===== config.mk =====
export PLATFORM = sky130hd
export DESIGN_NAME = fetch_pf
export DESIGN_NICKNAME = d
export VERILOG_FILES = /design/src/rtl/fetch_pf_pkg.sv /design/src/rtl/fetch_pf_fifo.sv /design/src/rtl/fetch_pf.sv
export SDC_FILE = /design/constraint.sdc
export NUM_CORES = 1
export LEC_CHECK = 0
export BUFFER_PORTS_ARGS = -buffer_cell sky130_fd_sc_hd__buf_2
export CORE_MARGIN = 5
export CORE_UTILIZATION = 45
export CTS_BUF_LIST = sky130_fd_sc_hd__clkbuf_4
export CTS_CLUSTER_DIAMETER = 30
export DETAILED_ROUTE_END_ITERATION = 10
export MAX_ROUTING_LAYER = met4
export PLACE_DENSITY = 0.65
export SYNTH_ARGS = -nofsm -noshare
export SYNTH_HDL_FRONTEND = slang
export SYNTH_SLANG_ARGS = --single-unit

===== constraint.sdc =====
create_clock -name clk -period 6.05 [get_ports clk]
set_input_delay 0 -clock clk [delete_from_list [all_inputs] [get_ports clk]]
set_output_delay 0 -clock clk [all_outputs]
set_load 0.02 [all_outputs]

===== src/rtl/fetch_pf_pkg.sv =====
// Shared opcode constants, fetch FSM state encoding and redirect decode helper.
// Imported by the fetch unit and its queue.
package fetch_pf_pkg;

    localparam logic [3:0] OP_BR   = 4'b0000;
    localparam logic [3:0] OP_JSR  = 4'b0100;
    localparam logic [3:0] OP_JMP  = 4'b1100;
    localparam logic [3:0] OP_TRAP = 4'b1111;

    typedef enum logic [1:0] {
        ST_IDLE  = 2'd0,
        ST_REQ   = 2'd1,
        ST_DRAIN = 2'd2
    } fetch_state_t;

    // Whether a redirecting opcode actually changes the fetch stream.
    function automatic logic redir_hit(input logic [3:0] op,
                                       input logic [2:0] br_nzp,
                                       input logic [2:0] result_nzp);
        logic hit;
        hit = 1'b0;
        case (op)
            OP_BR:                   hit = |(br_nzp & result_nzp);
            OP_JMP, OP_JSR, OP_TRAP: hit = 1'b1;
            default:                 hit = 1'b0;
        endcase
        return hit;
    endfunction

endpackage


===== src/rtl/fetch_pf_fifo.sv =====
// Prefetch queue: DEPTH-entry synchronous FIFO with flush and occupancy count.
// Latency: pushed entry visible at head the cycle after the push edge.
// Backpressure: push ignored when full, pop ignored when empty, flush wins over both.
module fetch_pf_fifo
    import fetch_pf_pkg::*;
#(
    parameter int W     = 32,
    parameter int DEPTH = 4
) (
    input  logic                       clk,
    input  logic                       rst,
    input  logic                       push,
    input  logic [W-1:0]               push_dat,
    input  logic                       pop,
    input  logic                       flush,
    output logic                       head_vld,
    output logic [W-1:0]               head_dat,
    output logic [$clog2(DEPTH):0]     count
);

    localparam int AW = $clog2(DEPTH);
    localparam logic [AW:0] FULL_CNT = (AW+1)'(DEPTH);

    logic [W-1:0]  mem [DEPTH];
    logic [AW-1:0] wr_ptr;
    logic [AW-1:0] rd_ptr;
    logic          do_push;
    logic          do_pop;

    assign do_push  = push && (count != FULL_CNT);
    assign do_pop   = pop && (count != '0);
    assign head_vld = (count != '0);
    // Drive zero when empty so a flushed queue never shows stale entries.
    assign head_dat = head_vld ? mem[rd_ptr] : '0;

    always_ff @(posedge clk or posedge rst) begin
        if (rst) begin
            wr_ptr <= '0;
            rd_ptr <= '0;
            count  <= '0;
            for (int i = 0; i < DEPTH; i++) begin
                mem[i] <= '0;
            end
        end else if (flush) begin
            wr_ptr <= '0;
            rd_ptr <= '0;
            count  <= '0;
        end else begin
            if (do_push) begin
                mem[wr_ptr] <= push_dat;
                wr_ptr      <= wr_ptr + AW'(1);
            end
            if (do_pop) begin
                rd_ptr <= rd_ptr + AW'(1);
            end
            case ({do_push, do_pop})
                2'b10:   count <= count + (AW+1)'(1);
                2'b01:   count <= count - (AW+1)'(1);
                default: count <= count;
            endcase
        end
    end

endmodule


===== src/rtl/fetch_pf.sv =====
// LC-3 fetch unit: streams sequential reads into a prefetch queue, redirects on BR/JMP/JSR/TRAP.
// Latency: instruction valid at decode one cycle after its mem_ack edge; zero-wait memory sustains 1/cycle.
// Backpressure: requests issued only while queue occupancy plus outstanding read stays below DEPTH.
module fetch_pf
    import fetch_pf_pkg::*;
#(
    parameter int                ADDR_W   = 16,
    parameter int                DATA_W   = 16,
    parameter int                DEPTH    = 4,
    parameter logic [ADDR_W-1:0] RESET_PC = '0
) (
    input  logic                       clk,
    input  logic                       rst,
    input  logic                       fetch_en,
    output logic                       mem_req,
    output logic [ADDR_W-1:0]          mem_addr,
    input  logic                       mem_ack,
    input  logic [DATA_W-1:0]          mem_rdata,
    output logic                       wea_out,
    output logic                       inst_valid,
    input  logic                       inst_ready,
    output logic [DATA_W-1:0]          inst_out,
    output logic [ADDR_W-1:0]          inst_pc,
    input  logic                       redir_valid,
    input  logic [3:0]                 redir_op,
    input  logic                       redir_mode,
    input  logic [10:0]                redir_off,
    input  logic [ADDR_W-1:0]          redir_base,
    input  logic [ADDR_W-1:0]          redir_reg,
    input  logic [2:0]                 br_nzp,
    input  logic [2:0]                 result_nzp,
    output logic                       redir_taken,
    output logic [ADDR_W-1:0]          pc,
    output logic [$clog2(DEPTH):0]     fill_level
);

    localparam int CW = $clog2(DEPTH) + 1;
    localparam logic [CW-1:0] DEPTH_C = CW'(DEPTH);

    typedef struct packed {
        logic [ADDR_W-1:0] pc;
        logic [DATA_W-1:0] inst;
    } q_entry_t;

    fetch_state_t      state;
    q_entry_t          push_ent;
    q_entry_t          head_ent;
    logic [ADDR_W-1:0] target;
    logic [ADDR_W-1:0] pc_inc;
    logic [ADDR_W-1:0] off9_sext;
    logic [ADDR_W-1:0] off11_sext;
    logic [ADDR_W-1:0] off8_zext;
    logic [CW-1:0]     cnt_after;
    logic              q_push;
    logic              q_pop;
    logic              idle_credit;
    logic              req_credit;

    assign wea_out = 1'b0;

    assign off9_sext  = {{(ADDR_W-9){redir_off[8]}}, redir_off[8:0]};
    assign off11_sext = {{(ADDR_W-11){redir_off[10]}}, redir_off[10:0]};
    assign off8_zext  = {{(ADDR_W-8){1'b0}}, redir_off[7:0]};

    always_comb begin
        target = pc;
        case (redir_op)
            OP_BR:   target = redir_base + off9_sext;
            OP_JMP:  target = redir_reg;
            OP_JSR:  target = redir_mode ? (redir_base + off11_sext) : redir_reg;
            OP_TRAP: target = off8_zext;
            default: target = pc;
        endcase
    end

    assign redir_taken = redir_valid && redir_hit(redir_op, br_nzp, result_nzp);

    assign pc_inc = pc + ADDR_W'(1);
    assign q_pop  = inst_ready && inst_valid;
    assign q_push = (state == ST_REQ) && mem_ack && !redir_taken;

    // Occupancy after this cycle's push/pop; the next request must still fit on top of it.
    assign cnt_after   = q_pop ? fill_level : (fill_level + CW'(1));
    assign idle_credit = (fill_level < DEPTH_C);
    assign req_credit  = (cnt_after < DEPTH_C);

    assign push_ent = '{pc: mem_addr, inst: mem_rdata};

    always_ff @(posedge clk or posedge rst) begin
        if (rst) begin
            state    <= ST_IDLE;
            mem_req  <= 1'b0;
            mem_addr <= RESET_PC;
            pc       <= RESET_PC;
        end else begin
            case (state)
                ST_IDLE: begin
                    if (redir_taken) begin
                        pc <= target;
                    end else if (fetch_en && idle_credit) begin
                        state    <= ST_REQ;
                        mem_req  <= 1'b1;
                        mem_addr <= pc;
                    end
                end
                ST_REQ: begin
                    if (redir_taken) begin
                        pc <= target;
                        if (mem_ack) begin
                            state   <= ST_IDLE;
                            mem_req <= 1'b0;
                        end else begin
                            // Bus protocol forbids dropping the request; swallow its response instead.
                            state <= ST_DRAIN;
                        end
                    end else if (mem_ack) begin
                        pc <= pc_inc;
                        if (fetch_en && req_credit) begin
                            mem_addr <= pc_inc;
                        end else begin
                            state   <= ST_IDLE;
                            mem_req <= 1'b0;
                        end
                    end
                end
                ST_DRAIN: begin
                    if (redir_taken) begin
                        pc <= target;
                    end else if (mem_ack) begin
                        state   <= ST_IDLE;
                        mem_req <= 1'b0;
                    end
                end
                default: begin
                    state   <= ST_IDLE;
                    mem_req <= 1'b0;
                end
            endcase
        end
    end

    fetch_pf_fifo #(
        .W     (ADDR_W + DATA_W),
        .DEPTH (DEPTH)
    ) u_queue (
        .clk      (clk),
        .rst      (rst),
        .push     (q_push),
        .push_dat (push_ent),
        .pop      (q_pop),
        .flush    (redir_taken),
        .head_vld (inst_valid),
        .head_dat (head_ent),
        .count    (fill_level)
    );

    assign inst_out = head_ent.inst;
    assign inst_pc  = head_ent.pc;

endmodule


# Word level (Yosys, flattened, before mapping)

Cells that the tools add are included.

Bits in registers: 170
Word-level logic and storage cells: 115
Bits of input ports: 76
Output and inout port bits: 71

Mux-type cells: 44
Eq/ne operators: 18
Reductions and logical operators: 26
Bitwise operators: 4
$add $sub $neg: 7
Magnitude comparators: 5

Operator list:

| kind                                                            | number |
|---|---|
| 16-bit two-way mux                                              | 9 |
| 128-bit bitwise mux                                             | 1 |
| 32-bit two-way mux                                              | 4 |
| 32-bit binary-select mux with 2-bit select                      | 1 |
| 32-bit demux with 2-bit select                                  | 1 |
| 16-bit one-hot mux with 2 select lines                          | 2 |
| 16-bit one-hot mux with 4 select lines                          | 1 |
| 16-bit adder                                                    | 2 |
| 2-bit two-way mux                                               | 12 |
| 16-bit by 1-bit adder with 16-bit output, second input constant | 1 |
| 2-bit inequality test, second input constant                    | 6 |
| 6-bit AND reduction                                             | 2 |
| 1-bit logical AND                                               | 9 |
| 3-bit inequality test, second input constant                    | 3 |
| 4-bit == test, second input constant                            | 2 |
| 2-bit nonzero test                                              | 4 |
| 1-bit two-way mux                                               | 7 |
| 3-bit greater-or-equal comparator, second input constant        | 2 |
| 3-bit < comparator, second input constant                       | 2 |
| 3-bit two-way mux                                               | 2 |
| 2-bit NOT with 3-bit output                                     | 2 |
| 2-bit one-hot mux with 3 select lines                           | 1 |
| 3-bit one-hot mux with 2 select lines                           | 1 |
| 3-bit nonzero test                                              | 2 |
| 20 further kinds                                                | 25 |

# Longest topological paths before layout

Word-level depth: 10
Gate-level depth with buffers: 10
Gate-level depth less buffers: 10

# Cells and area by module

Synthesis repeated with hierarchy kept, for this count alone.

Cell total of the unflattened synthesis: 886
Area, all modules: 10568.9 um^2

By module, submodules not included:

| module        | cells an instance | sequential area each (um^2) | instances | area each (um^2) |
|---|---|---|---|---|
| fetch_pf_fifo | 411               | 3378.2                      | 1         | 6959.2 |
| fetch_pf      | 475               | 875.8                       | 1         | 3609.7 |

# Worst setup path after synthesis

Ideal clock, no wire load.

Path kind: register to register
Start: reg u_queue.count[0]
End: reg mem_addr[10]
Data arrival time: 2.041 ns
Path slack: 3.872 ns
Required time: 5.913 ns
Library setup time: 0.137 ns
Buffers on the path: 1
Stages on the path, launching flop included: 10
Clock period less this slack: 2.178 ns
Cells stage by stage: dfrtp_1 inv_1 ha_1 nand2b_1 a21oi_1 o21ai_0 o31a_1 nor3_2 clkbuf_1 a21oi_1

Word-level cells in the longest chain between the ends: 7
Elaborated cells on any way between the ends: 11
Classes of those cells: add/sub (1); order compare (2); eq/ne (2); mux (1); reduce/logical (5)

RTL lines:

| what                                                                           | line                | source |
|---|---|---|
| start: declaration                                                             | fetch_pf_fifo.sv:18 | `output logic [$clog2(DEPTH):0] count` |
| start signal: assignment                                                       | fetch_pf_fifo.sv:57 | `2'b10: count <= count + (AW+1)'(1);` |
| start signal: assignment                                                       | fetch_pf_fifo.sv:58 | `2'b01: count <= count - (AW+1)'(1);` |
| start signal: assignment                                                       | fetch_pf_fifo.sv:59 | `default: count <= count;` |
| branches (longest 6 deep; another with 3-bit by 1-bit adder with 3-bit output) | -                   |  |
| 6-bit AND reduction (no source line) (*)                                       | -                   |  |
| end signal: assignment                                                         | fetch_pf.sv:103     | `mem_addr <= pc;` |
| end signal: assignment                                                         | fetch_pf.sv:119     | `mem_addr <= pc_inc;` |
| end: declaration                                                               | fetch_pf.sv:16      | `output logic [ADDR_W-1:0] mem_addr,` |

Every way passes the cells marked *.
A chain may end at the register's enable or synchronous reset.

# Worst setup path in the final report

Start: in redir_off[0]
End: reg pc[15]

Word-level cells in the longest chain between the ends: 5
Elaborated cells on any way between the ends: 7
Classes of those cells: add/sub (2); mux (5)

RTL lines:

| what                                         | line                                             | source |
|---|---|---|
| start: declaration                           | fetch_pf.sv:27                                   | `input logic [10:0] redir_off,` |
| 16-bit adder                                 | fetch_pf.sv:70                                   | `OP_JSR: target = redir_mode ? (redir_base + off11_sext) : redir_reg;` |
| 16-bit two-way mux                           | fetch_pf.sv:70                                   |  |
| 16-bit one-hot mux with 4 select lines (*)   | fetch_pf.sv:67                                   | `case (redir_op)` |
| 16-bit two-way mux, on equally long branches | fetch_pf.sv:98, fetch_pf.sv:127, fetch_pf.sv:107 |  |
| 16-bit one-hot mux with 2 select lines (*)   | fetch_pf.sv:96                                   | `case (state)` |
| end signal: assignment                       | fetch_pf.sv:99                                   | `pc <= target;` |
| end signal: assignment                       | fetch_pf.sv:108                                  | `pc <= target;` |
| end signal: assignment                       | fetch_pf.sv:128                                  | `pc <= target;` |
| end: declaration                             | fetch_pf.sv:33                                   | `output logic [ADDR_W-1:0] pc,` |

Every way passes the cells marked *; elsewhere a longest branch is shown, timed or not. The select of a mux whose other input is x is not followed.

==> metrics.md <==
| Metric | Value |
|---|---|
| Hold Fails Final Rpt | `0` |
| CTS Buf Count | `17` |
| Antenna violations before repair | `1` |
| Post-route cell area | `11900 µm²` |
| Routed Antenna Nets | `0` |
| CTS clk-pin slew, worst paths | `0.15 ns` |
| Reported leakage power | `5.47 nW` |
| Post-synth EDFFs | `0` |
| Detailed-route wire length per cell | `18.4 µm` |
| Prevailing post-synth register cell | `dfrtp_1` |
| Final nets | `1105` |
| Iteration-0 DRC count of the detailed router | `463` |
| Pre-antenna DRT Iters | `5` |
| Skew-Pair Late Insertion Delay | `0.56 ns` |
| Yosys reg bits | `170` |
| Warnings, synthesis | `0` |
| CP Max Fanout | `3` |
| Die height | `161 µm` |
| Final WL | `23.8 mm` |
| Maximum number of pins on one net before global-route repair | `64` |
| Initial core utilization | `0.454` |
| Crit end category | `register` |
| Register area | `4260 µm²` |
| Area delta synth->final | `16.0%` |
| DR vias/cell | `5.45` |
| Grt ovf | `0` |
| Post CTS Setup Buffer Count | `0` |
| Cell variety after synth | `74` |
| CTS root buf | `clkbuf_4` |
| Synthesized cell area | `10200 µm²` |
| CP Data Required Time | `6.56 ns` |
| CTS H-tree depth | `4` |
| DR DRC count | `0` |
| Final HPWL DP | `16.1 mm` |
| Fraction of layout cells with a size suffix above 1 | `0.356` |
| Mapped Cells | `815` |
| WP data arrival | `3.78 ns` |
| Final min period | `3.27 ns` |
| Number of global-route vias before repair | `7284` |
| Final critical-path share of the clock period | `0.541` |
| Port Buffers | `145` |
| GPL Wtd Cong | `0.898` |
| Final TNS setup | `0 ns` |
| Count of final setup violators | `0` |
| Row cnt | `55` |
| Fmax achieved | `306 MHz` |
| Max-slew violation count | `0` |
| Longest Clk Path Bufs | `2` |
| Syn_area_per_cell | `12.5 µm²` |
| Sequential area share after synthesis | `0.416` |
| Final setup skew | `0.0255 ns` |
| Max_cap viols | `0` |
| Area of placed instances | `11000 µm²` |
| CP Class | `in -> reg` |
| Die width | `161 µm` |
| # IOs | `147` |
| Fill count | `1968` |
| CTS tree | `yes` |
| Core area | `22500 µm²` |
| Run status | `complete, no violations` |
| Hold WC Path Type | `in -> reg` |
| Via count | `7070` |
| Max IR drop VDD | `0.217 mV` |
| RSZ-0062 raised after global routing | `no` |
| Die area | `25800 µm²` |
| Slew margin rel. | `0.354` |
| Post-synthesis async set-or-reset flop share | `1.00` |
| Total track usage | `0.191` |
| Pwr/cell area | `498 nW/µm²` |
| Syn_nets | `921` |
| Worst-Margin Slew | `0.967 ns` |
| Clk sinks | `170` |
| Post-cts gate resize count | `0` |
| First-pass GRT wire length | `39.2 mm` |
| Multi-input combinational cell area | `5510 µm²` |
| Crit path launch type | `input port` |
## cells in the final DEF (no fill, tap or decap), types with 29 or more instances in the layout
cell type,synthesis,routed
nor2_1,47,47
mux2_4,120,120
dlygate4sd3_1,0,58
buf_2,10,145
and2_1,37,37
ha_1,29,29
nand2_1,42,42
mux4_2,32,32
dfrtp_1,170,169
a21oi_1,42,42
## worst max-delay path, stage by stage
cell           delay (ns)
dlygate4sd3_1        0.53
buf_2                0.13
ha_1                 0.23
a211oi_1             0.30
o211ai_1             0.23
a221o_2              0.42
a2111oi_0            0.52
a31oi_1              0.15
dlygate4sd3_1        0.58
a31oi_1              0.13
dlygate4sd3_1        0.56
## synth_stat cells (3+ instances only)
cell | count | share of area
o21ai_0 | 20 | 0.0098
mux2_2 | 8 | 0.0088
o211ai_1 | 5 | 0.0037
a31oi_1 | 11 | 0.0067
mux4_2 | 32 | 0.070
ha_1 | 29 | 0.035
o21a_1 | 11 | 0.0081
nand2b_1 | 3 | 0.0018
xor2_1 | 10 | 0.0086
a22oi_1 | 4 | 0.0029
nor2_1 | 47 | 0.017
a222oi_1 | 5 | 0.0049
dfrtp_1 | 170 | 0.42
o32a_1 | 3 | 0.0029
a21oi_1 | 42 | 0.021
mux2_4 | 120 | 0.18
a211oi_1 | 4 | 0.0029
nand2_1 | 42 | 0.015
nand3_1 | 15 | 0.0073
and2_1 | 37 | 0.023
nor3_1 | 12 | 0.0059
clkbuf_1 | 18 | 0.0066
a21o_1 | 6 | 0.0044
nor3b_1 | 4 | 0.0029
xnor2_1 | 24 | 0.021
nand2_8 | 4 | 0.0078
o32ai_1 | 4 | 0.0034
or3_1 | 5 | 0.0031
nor2b_1 | 3 | 0.0018
buf_2 | 10 | 0.0049
inv_1 | 19 | 0.0070
and3_1 | 8 | 0.0049
buf_12 | 12 | 0.023
a211o_1 | 4 | 0.0034
a221oi_1 | 7 | 0.0060
o22ai_1 | 9 | 0.0055
## path summary, 6_finish.rpt
path / to / cells past startpoint / startpoint / slack (ns)
hold / removal: pc[7] / 4 / redir_reg[7] / 0.08
setup / recovery: pc[15] / 11 / redir_off[0] / 2.78
min in group asynchronous: u_queue.mem[66] / 4 / rst / 0.62
hold reg to reg: u_queue.mem[63] / 1 / u_queue.mem[63] / 0.52
setup reg to reg: pc[15] / 7 / pc[0] / 3.33
max in group asynchronous: u_queue.rd_ptr[0] / 5 / rst / 4.15
## registers in the layout, indices dropped and copies added, names as in the netlist
name	count
mem_req	1
u_queue.mem	128
u_queue.wr_ptr	2
u_queue.rd_ptr	2
pc	16
state	2
mem_addr	16
u_queue.count	3
## cell families after synthesis
group,count (synthesis),share of synthesized area
other,1,0.000367
AOI/OAI and AO/OA,164,0.113
muxes,162,0.257
and+or+nand+nor,190,0.101
DFF,170,0.416
adders and majority gates,30,0.0374
buffers and inverters,64,0.0454
xor gates and xnor gates,34,0.0291
## per-stage QoR
step / setup slack [ns] / hold WS, ns / std cells / total power, W / utilization
2_1_floorplan: 1.45 / 0.100 / 815 / 0.00443 / -
3_3_place_gp: 3.50 / 0.104 / 1207 / 0.00514 / 0.488
3_5_place_dp: 3.38 / 0.100 / 1207 / 0.00519 / 0.488
4_1_cts: 2.89 / 0.00465 / 1297 / 0.00597 / 0.527
5_1_grt: 2.55 / 0.0528 / 1298 / 0.00632 / 0.527
6_report: 2.78 / 0.0777 / 1298 / 0.00591 / 0.527
## cell type report
cell class,count,share of cell area
inverter,20,0.00675
clock inverter,14,0.0143
clock buffer,18,0.0114
sequential,170,0.359
antenna,1,0.000211
timing repair buffer,209,0.114
multi-input combinational,581,0.465
tap,285,0.0301
## routing by layer
metal  share of wire  GRT usage  wire, µm  vias up
li1                -          -         -     3393
met1            0.47      0.261     11200     3483
met2            0.46      0.295     11000      182
met3           0.062     0.0446      1480       12
met4          0.0083     0.0407       198        0
met5               0          -         0        -
## report_power, final
part | internal [W] | total [W] | switching, W
Clock | 0.000293 | 0.000705 | 0.000411
Combinational | 0.00162 | 0.00309 | 0.00147
Sequential | 0.00168 | 0.00212 | 0.000444
## what timing repair did
item / in CTS / in global routing
endpoints found under the hold margin: 149 / 0
hold buffers: 58 / 0
setup endpoints to repair: 0 / 0
Power figures use the tool's default switching activity.
